===== config.mk =====
export PLATFORM = sky130hd
export DESIGN_NAME = reg_ro_bank_flat
export DESIGN_NICKNAME = d
export VERILOG_FILES = /design/src/rtl/reg_ro_bank_if.sv /design/src/rtl/reg_ro_bank.sv /design/src/flat_wrapper.sv
export SDC_FILE = /design/constraint.sdc
export NUM_CORES = 1
export LEC_CHECK = 0
export ABC_AREA = 1
export BUFFER_PORTS_ARGS = -buffer_cell sky130_fd_sc_hd__buf_2
export CAP_MARGIN = 20
export CORE_MARGIN = 2
export CORE_UTILIZATION = 48
export DETAILED_ROUTE_END_ITERATION = 10
export GPL_TIMING_DRIVEN = 0
export PLACE_DENSITY_LB_ADDON = 0.2
export SLEW_MARGIN = 15
export SYNTH_ARGS = -nofsm -noshare
export SYNTH_HDL_FRONTEND = slang
export SYNTH_SLANG_ARGS = --single-unit

===== constraint.sdc =====
create_clock -name clk -period 1.1 [get_ports clk]
set_input_delay 0.055 -clock clk [delete_from_list [all_inputs] [get_ports clk]]
set_output_delay 0.055 -clock clk [all_outputs]
set_load 0.02 [all_outputs]

===== src/rtl/reg_ro_bank_if.sv =====
// Sir register bus: select/read/address towards the slave, registered ack/data back.
interface reg_ro_bank_if #(
  parameter int ADDRWIDTH = 8,
  parameter int DATAWIDTH = 32
);
  logic                 SirSel;
  logic                 SirRead;
  logic [ADDRWIDTH-1:0] SirAddr;
  logic                 SirDack;
  logic [DATAWIDTH-1:0] SirRdat;

  modport master (output SirSel, SirRead, SirAddr, input SirDack, SirRdat);
  modport slave  (input SirSel, SirRead, SirAddr, output SirDack, SirRdat);
endinterface


===== src/rtl/reg_ro_bank.sv =====
// Bank of read-only status channels plus an update bitmap on the Sir bus.
// Each channel either holds its last loaded value or accumulates (OR) until read.
module reg_ro_bank #(
  parameter int                       ADDRWIDTH = 8,
  parameter int                       DATAWIDTH = 32,
  parameter int                       NUM_REGS  = 4,
  parameter logic [ADDRWIDTH-1:0]     BASEADDR  = 8'h10,
  parameter logic [DATAWIDTH-1:0]     INITVALUE = '0,
  parameter logic [NUM_REGS-1:0]      COR_MASK  = '0
) (
  input  logic                          clk,
  input  logic                          rst,
  reg_ro_bank_if.slave                  sir,
  input  logic [NUM_REGS-1:0]           Load,
  input  logic [NUM_REGS*DATAWIDTH-1:0] D,
  output logic [NUM_REGS-1:0]           Upd
);

  // One extra address bit so BASEADDR+NUM_REGS cannot wrap.
  localparam logic [ADDRWIDTH:0] ADDR_LO = {1'b0, BASEADDR};
  localparam logic [ADDRWIDTH:0] ADDR_HI = ADDR_LO + (ADDRWIDTH+1)'(NUM_REGS);

  logic [DATAWIDTH-1:0] q [NUM_REGS];
  logic [NUM_REGS-1:0]  upd_q;
  logic                 dack_q;
  logic [DATAWIDTH-1:0] rdat_q;

  logic                 hit;
  logic                 rd;
  logic [ADDRWIDTH-1:0] idx;
  logic [NUM_REGS-1:0]  rd_ch;
  logic                 rd_map;
  logic [DATAWIDTH-1:0] rdat_nxt;

  always_comb begin
    hit    = sir.SirSel && ({1'b0, sir.SirAddr} >= ADDR_LO) && ({1'b0, sir.SirAddr} <= ADDR_HI);
    rd     = hit && sir.SirRead;
    idx    = sir.SirAddr - BASEADDR;
    rd_map = rd && (idx == ADDRWIDTH'(NUM_REGS));
    rd_ch  = '0;
    for (int i = 0; i < NUM_REGS; i++) begin
      rd_ch[i] = rd && (idx == ADDRWIDTH'(i));
    end
  end

  always_comb begin
    rdat_nxt = '0;
    for (int i = 0; i < NUM_REGS; i++) begin
      if (rd_ch[i]) rdat_nxt = q[i];
    end
    if (rd_map) rdat_nxt[NUM_REGS-1:0] = upd_q;
  end

  always_ff @(posedge clk) begin
    if (rst) begin
      dack_q <= 1'b0;
      rdat_q <= '0;
      upd_q  <= '0;
      for (int i = 0; i < NUM_REGS; i++) q[i] <= INITVALUE;
    end else begin
      dack_q <= hit;
      rdat_q <= rdat_nxt;
      for (int i = 0; i < NUM_REGS; i++) begin
        if (COR_MASK[i]) begin
          // A load coinciding with the clearing read survives into the next value.
          if (rd_ch[i] && Load[i])  q[i] <= INITVALUE | D[i*DATAWIDTH +: DATAWIDTH];
          else if (rd_ch[i])        q[i] <= INITVALUE;
          else if (Load[i])         q[i] <= q[i] | D[i*DATAWIDTH +: DATAWIDTH];
        end else if (Load[i]) begin
          q[i] <= D[i*DATAWIDTH +: DATAWIDTH];
        end
        if (Load[i])       upd_q[i] <= 1'b1;
        else if (rd_ch[i]) upd_q[i] <= 1'b0;
      end
    end
  end

  assign sir.SirDack = dack_q;
  assign sir.SirRdat = rdat_q;
  assign Upd         = upd_q;

endmodule


===== src/flat_wrapper.sv =====
// flat-port wrapper written by rule: the top's interface ports become plain ports
module reg_ro_bank_flat 
#(
  parameter int                       ADDRWIDTH = 8,
  parameter int                       DATAWIDTH = 32,
  parameter int                       NUM_REGS  = 4,
  parameter logic [ADDRWIDTH-1:0]     BASEADDR  = 8'h10,
  parameter logic [DATAWIDTH-1:0]     INITVALUE = '0,
  parameter logic [NUM_REGS-1:0]      COR_MASK  = '0
)
  (clk, rst, Load, D, Upd, sir_SirSel, sir_SirRead, sir_SirAddr, sir_SirDack, sir_SirRdat);
  reg_ro_bank_if #(.ADDRWIDTH(ADDRWIDTH), .DATAWIDTH(DATAWIDTH)) sir_i ();
  input  logic clk;
  input  logic rst;
  input  logic [NUM_REGS-1:0] Load;
  input  logic [NUM_REGS*DATAWIDTH-1:0] D;
  output logic [NUM_REGS-1:0] Upd;
  input wire logic [$bits(sir_i.SirSel)-1:0] sir_SirSel;
  input wire logic [$bits(sir_i.SirRead)-1:0] sir_SirRead;
  input wire logic [$bits(sir_i.SirAddr)-1:0] sir_SirAddr;
  output wire logic [$bits(sir_i.SirDack)-1:0] sir_SirDack;
  output wire logic [$bits(sir_i.SirRdat)-1:0] sir_SirRdat;
  assign sir_i.SirSel = sir_SirSel;
  assign sir_i.SirRead = sir_SirRead;
  assign sir_i.SirAddr = sir_SirAddr;
  assign sir_SirDack = sir_i.SirDack;
  assign sir_SirRdat = sir_i.SirRdat;
  reg_ro_bank #(.ADDRWIDTH(ADDRWIDTH), .DATAWIDTH(DATAWIDTH), .NUM_REGS(NUM_REGS), .BASEADDR(BASEADDR), .INITVALUE(INITVALUE), .COR_MASK(COR_MASK)) u_core (.clk(clk), .rst(rst), .sir(sir_i), .Load(Load), .D(D), .Upd(Upd));
endmodule

==> flow_metrics.env, run 1 <==
export IMPL_grt_max_degree=33
export IMPL_internal_power_uw=11400
export IMPL_nets=1265
export IMPL_ir_worst_vdd_v=0.001124
export IMPL_outcome="completed"
export IMPL_avgViaCountPerCell=4.775
export IMPL_power_leakage_uw=0.004993
export IMPL_coreArea_sq_um=14640
export IMPL_synthCells=789
export IMPL_htree_levels=4
export IMPL_r2r_slack_ps=200
export IMPL_cts_buffer_depth=2
export IMPL_instances_no_fill=1318
export IMPL_grt_pass1_vias=6302
export IMPL_diodes=0
export IMPL_clock_latency_ps=430
export IMPL_finalClockSkew_ps=7.846
export IMPL_regArea_sq_um=4584
export IMPL_cts_sinks=165
export IMPL_cts_clk_slew_worst_paths_ps=60
export IMPL_rows=44
export IMPL_startpoint_type="primary input"
export IMPL_syn_nets=933
export IMPL_netlist_area_sq_um=7248
export IMPL_fin_area_sq_um=10500
export IMPL_fmax_ghz=0.9480
export IMPL_rr_worst_depth=4
export IMPL_cap_violations=0
export IMPL_power_switching_uw=3170
export IMPL_drt_wirelength_per_cell_microns=15.84
export IMPL_r2r_start="u_core.q[2][3]"
export IMPL_drtPass1Iterations=5
export IMPL_max_slew_margin_rel=0.3826
export IMPL_postRouteAntennaNets=0
export IMPL_die_x_microns=126.9
export IMPL_seq_power_share=0.499
export IMPL_n_fill_cell=1062
export IMPL_fin_crit_sh=0.9590
export IMPL_final_setup_viol_count=0
export IMPL_ys_seq_elements=165
export IMPL_combPwrFrac=0.094
export IMPL_setup_tns_ps=0
export IMPL_dpl_cell_area_sq_um=8391
export IMPL_power_density_nw_per_um2=1387
export IMPL_rsz0062_at_grt="true"
export IMPL_grt_ovfl_total=0
export IMPL_final_max_slew_violation_count=0
export IMPL_min_path_type="in2reg"
export IMPL_drive_gt1_frac=0.2319
export IMPL_multi_input_area_sq_um=1944
export IMPL_cp_max_fo=7
export IMPL_placedCellCount=1152
export IMPL_reg2reg_to="u_core.sir.SirRdat[3]"
export IMPL_worst_ep_required_time_ps=1400
export IMPL_fin_crit_ps=1055
export IMPL_yosys_warnings=0
export IMPL_yosysSeqAreaShare=0.6325
export IMPL_first_iter_violations=599
export IMPL_wl_mm=20.88
export IMPL_hold_depth=5
export IMPL_globalRouteTotalUtil=0.2627
export IMPL_vias=6293
export IMPL_path_class="in2reg"
export IMPL_end_kind="flip-flop"
export IMPL_cts_tree="done"
export IMPL_avgSynthCellArea_sq_um=9.187
export IMPL_drc=0
export IMPL_swShare=0.2176
export IMPL_io_buffers=179
export IMPL_clkPwrFrac=0.407
export IMPL_antenna_found_initial=0
export IMPL_post_route_util=0.7172
export IMPL_hpwlAfterDp_mm=12.61
export IMPL_post_synth_num_cell_types=24
export IMPL_ios=181
export IMPL_gp_congestion=0.7909
export IMPL_cts_root_buf="clkbuf_16"
export IMPL_fp_dieH_microns=126.9
export IMPL_grt_pass1_wl_mm=31.75
export IMPL_holdPathEnd="u_core.Upd[2]"
export IMPL_finalHoldViolCount=0
export IMPL_cts_buffers_inserted=17
export IMPL_start_util=0.4950
export IMPL_hp_start="sir_SirAddr[0]"
export IMPL_areaGrowthSynthToFinish_pct=44.90
export IMPL_cp_arrival_ps=1360
export IMPL_tightestPinTransition_ps=926.1
export IMPL_dieArea_sq_um=16100
## power by group through the flow
stage	Sequential [uW]	Clock, uW	Combinational (uW)
after floorplan	7370	0	461
after global placement	7380	0	931
after detailed placement	7390	0	946
after CTS	7260	5960	1310
after global routing	7300	6190	1500
final	7270	5930	1360
## placed cells by master, fill, tap and decap left out, types with 3 or more instances in the layout
cell	count
nor2_1	238
buf_2	179
inv_1	166
dlygate4sd3_1	129
edfxtp_1	128
nand2_1	56
dfxtp_1	37
o211ai_1	32
a21oi_1	28
clkbuf_1	21
o21ai_1	19
clkbuf_16	18
nand3_1	10
buf_4	10
buf_6	8
o21ai_0	6
o21ai_2	5
or2_2	4
nand2_2	4
nor2_4	4
clkbuf_8	4
clkinvlp_4	4
clkbuf_4	3
## stage by stage
| step | hold slack (ps) | total power (uW) | setup slack [ps] |
|---|---|---|---|
| floorplan | 126.7 | 7834 | -122.7 |
| global placement | 316.7 | 8307 | -628.9 |
| detailed placement | 331.1 | 8337 | -614.5 |
| CTS | 17.51 | 14530 | 2.531 |
| global route | 82.66 | 14990 | -33.94 |
| finish | 45.02 | 14570 | 45.10 |
## worst max-delay path by stage
stage,to,startpoint,depth (start not counted)
detailed placement,u_core.sir.SirRdat[28],sir_SirAddr[7],7
floorplan,u_core.sir.SirRdat[3],sir_SirAddr[0],14
CTS,u_core.sir.SirRdat[3],sir_SirAddr[1],14
global route,u_core.sir.SirRdat[7],sir_SirAddr[5],12
global placement,u_core.sir.SirRdat[19],sir_SirAddr[7],7
finish,u_core.sir.SirRdat[7],sir_SirAddr[5],12
## routing by layer
metal / wire (microns) / GRT usage / vias up / share of wire
met5: 0 / 0 / - / 0
met4: 434 / 0.1067 / 0 / 0.021
met3: 1311 / 0.05314 / 32 / 0.063
met2: 10540 / 0.4583 / 255 / 0.50
met1: 8593 / 0.3197 / 2888 / 0.41
li1: - / - / 3118 / -
## flip-flops by register name (all words and copies together), names as in the netlist
register / flops
u_core.sir.SirDack: 1
u_core.q: 128
u_core.Upd: 4
u_core.sir.SirRdat: 32
## cells in the mapped netlist
master | count | area share
o211ai_1 | 32 | 0.033
edfxtp_1 | 128 | 0.53
or2_2 | 4 | 0.0035
buf_4 | 4 | 0.0041
o21ai_0 | 17 | 0.012
a21boi_2 | 1 | 0.0016
nor2_1 | 243 | 0.13
nand4_2 | 2 | 0.0035
a21oi_1 | 28 | 0.019
nor2_2 | 1 | 0.00086
nor4_2 | 1 | 0.0017
dfxtp_1 | 37 | 0.10
inv_2 | 1 | 0.00052
o21ai_1 | 13 | 0.0090
nand2_4 | 2 | 0.0031
buf_1 | 1 | 0.00052
inv_1 | 168 | 0.087
nand3_1 | 11 | 0.0076
clkbuf_1 | 20 | 0.010
buf_2 | 12 | 0.0083
inv_4 | 1 | 0.00086
buf_6 | 1 | 0.0016
nand2_1 | 60 | 0.031
nand3_4 | 1 | 0.0024
## kinds of logic (layout without fill, tap and decap cells)
family,Yosys count,count (layout),share of synthesized area
simple gates,325,325,0.1795
buf+inv,208,553,0.1132
flops,165,165,0.6325
compound gates,91,91,0.07474
## layout make-up
class,instances,share of cell area
clock inverter,7,0.009054
multi-input combinational,416,0.1851
tap,184,0.02192
timing repair buffer,313,0.2140
buffer,38,0.02430
clock buffer,25,0.04718
sequential,165,0.4365
inverter,170,0.06195
## worst max-delay path: stages
cell	delay (ps)
buf_2	110
inv_1	80
nand2_1	50
nor2_1	110
nand2_2	100
nand2_4	130
nand3_4	120
inv_8	120
nand2_8	90
buf_8	160
o21ai_0	150
a21oi_1	70
## repair_timing
item                       4_1_cts  5_1_grt
setup buffers                    1        3
cloned                           0        1
setup endpoints to repair       31       35
hold buffers                   129        0
hold endpoints to repair       129        0
gates resized for setup         17       48
pin swaps                        0        7
No activity file was read; power rests on OpenSTA's default activity.
==> inputs of run 2 (changes only) <==
--- a/config.mk
+++ b/config.mk
@@ -12,7 +12,8 @@
 export CORE_UTILIZATION = 48
 export DETAILED_ROUTE_END_ITERATION = 10
 export GPL_TIMING_DRIVEN = 0
-export PLACE_DENSITY_LB_ADDON = 0.2
+export PLACE_DENSITY = 0.78
+export RECOVER_POWER = 50
 export SLEW_MARGIN = 15
 export SYNTH_ARGS = -nofsm -noshare
 export SYNTH_HDL_FRONTEND = slang
==> flow_metrics.env, run 2 (synthesis gave the netlist of run 1 again) <==
export IMPL_outcome="completed"
export IMPL_hpwlAfterDp_mm=12.66
export IMPL_setup_tns_ps=0
export IMPL_cts_buffer_depth=2
export IMPL_swShare=0.2261
export IMPL_hp_start="sir_SirAddr[0]"
export IMPL_fin_crit_sh=0.9844
export IMPL_drive_gt1_frac=0.2259
export IMPL_ios=181
export IMPL_ir_worst_vdd_v=0.0009756
export IMPL_rsz0062_at_grt="true"
export IMPL_first_iter_violations=585
export IMPL_areaGrowthSynthToFinish_pct=43.78
export IMPL_max_slew_margin_rel=0.3966
export IMPL_placedCellCount=1152
export IMPL_startpoint_type="primary input"
export IMPL_power_leakage_uw=0.004980
export IMPL_cts_sinks=165
export IMPL_grt_pass1_wl_mm=33.04
export IMPL_io_buffers=179
export IMPL_worst_ep_required_time_ps=1450
export IMPL_combPwrFrac=0.095
export IMPL_nets=1264
export IMPL_cts_buffers_inserted=17
export IMPL_grt_pass1_vias=6579
export IMPL_rows=44
export IMPL_die_x_microns=126.9
export IMPL_path_class="in2reg"
export IMPL_final_common_cell="nor2_1"
export IMPL_drc=0
export IMPL_seq_power_share=0.504
export IMPL_fmax_ghz=0.9235
export IMPL_grt_max_degree=33
export IMPL_globalRouteTotalUtil=0.2753
export IMPL_htree_levels=4
export IMPL_final_setup_viol_count=0
export IMPL_most_common_layout_cells="237 x nor2_1, 173 x buf_2, 166 x inv_1, 129 x dlygate4sd3_1, 128 x edfxtp_1"
export IMPL_wl_mm=21.83
export IMPL_cap_violations=0
export IMPL_instances_no_fill=1317
export IMPL_fin_crit_ps=1083
export IMPL_clkPwrFrac=0.401
export IMPL_min_path_type="in2reg"
export IMPL_cts_root_buf="clkbuf_16"
export IMPL_internal_power_uw=11170
export IMPL_tightestPinTransition_ps=905.2
export IMPL_cp_arrival_ps=1430
export IMPL_coreArea_sq_um=14640
export IMPL_drtPass1Iterations=7
export IMPL_cp_max_fo=10
export IMPL_cts_clk_slew_worst_paths_ps=60
export IMPL_dieArea_sq_um=16100
export IMPL_power_switching_uw=3263
export IMPL_final_max_slew_violation_count=0
export IMPL_finalHoldViolCount=0
export IMPL_startpoint="sir_SirAddr[7]"
export IMPL_end_kind="flip-flop"
export IMPL_fp_dieH_microns=126.9
export IMPL_start_util=0.4950
export IMPL_diodes=0
export IMPL_drt_wirelength_per_cell_microns=16.57
export IMPL_avgViaCountPerCell=4.907
export IMPL_regMostFlops="u_core.q"
export IMPL_finalClockSkew_ps=8.051
export IMPL_r2r_start="u_core.q[1][1]"
export IMPL_grt_ovfl_total=0
export IMPL_clock_latency_ps=430
export IMPL_power_uw=14430
export IMPL_r2r_slack_ps=240
export IMPL_largest_register_ffs=128
export IMPL_postRouteAntennaNets=0
export IMPL_gp_congestion=0.8525
export IMPL_cts_tree="done"
export IMPL_power_density_nw_per_um2=1385
export IMPL_post_route_util=0.7116
export IMPL_vias=6463
export IMPL_antenna_found_initial=0
## run 2: metal layers
metal | vias to the layer above | GRT usage | wire length, microns
li1 | 3116 | - | -
met1 | 2969 | 0.3228 | 8347
met2 | 320 | 0.4899 | 11220
met3 | 58 | 0.04850 | 1521
met4 | 0 | 0.1312 | 736
met5 | - | 0 | 0
## run 2: power by group through the flow
| stage | combinational (uW) | clock (uW) | sequential [uW] |
|---|---|---|---|
| global placement | 922 | 0 | 7380 |
| CTS | 1300 | 5820 | 7260 |
| detailed placement | 942 | 0 | 7390 |
| finish | 1370 | 5790 | 7270 |
| global route | 1510 | 6070 | 7300 |
| floorplan | 461 | 0 | 7370 |
## run 2: cell type report
cell class,instances,area [sq um]
sequential,165,4584
fill,1022,4223
timing repair buffer,312,2207
multi-input combinational,416,1921
inverter,170,648.1
clock buffer,21,481.7
buffer,38,250.2
tap,184,230.2
clock inverter,11,98.84
## run 2: worst paths after layout
kind / to / cells past startpoint
setup / recovery: u_core.sir.SirRdat[17] / 8
hold / removal: u_core.Upd[2] / 5
setup reg to reg: u_core.sir.SirRdat[1] / 6
hold reg to reg: u_core.Upd[3] / 2
## run 2: per-stage QoR
| step | worst slack (ps) | area, sq um | hold WS (ps) |
|---|---|---|---|
| after global placement | -707.4 | 8391 | 324.0 |
| after detailed placement | -726.1 | 8391 | 330.1 |
| after global routing | -40.03 | 10420 | 69.92 |
| after CTS | 6.959 | 10300 | 10.37 |
| final | 17.21 | 10420 | 25.60 |
| after floorplan | -122.7 | 7264 | 126.7 |
## run 2: critical path, stage by stage
cell and delay, ps:
buf_2 120, nor2_4 190, nand2_4 110, nor4_4 240, buf_4 200, buf_4 190
o211ai_1 130, a21oi_1 190
## run 2: repair_timing
action,4_1_cts,5_1_grt
pin swaps,1,5
endpoints found under the hold margin,129,0
setup endpoints to repair,34,43
gates resized for setup,11,52
hold buffers,129,0
buffers inserted,2,2
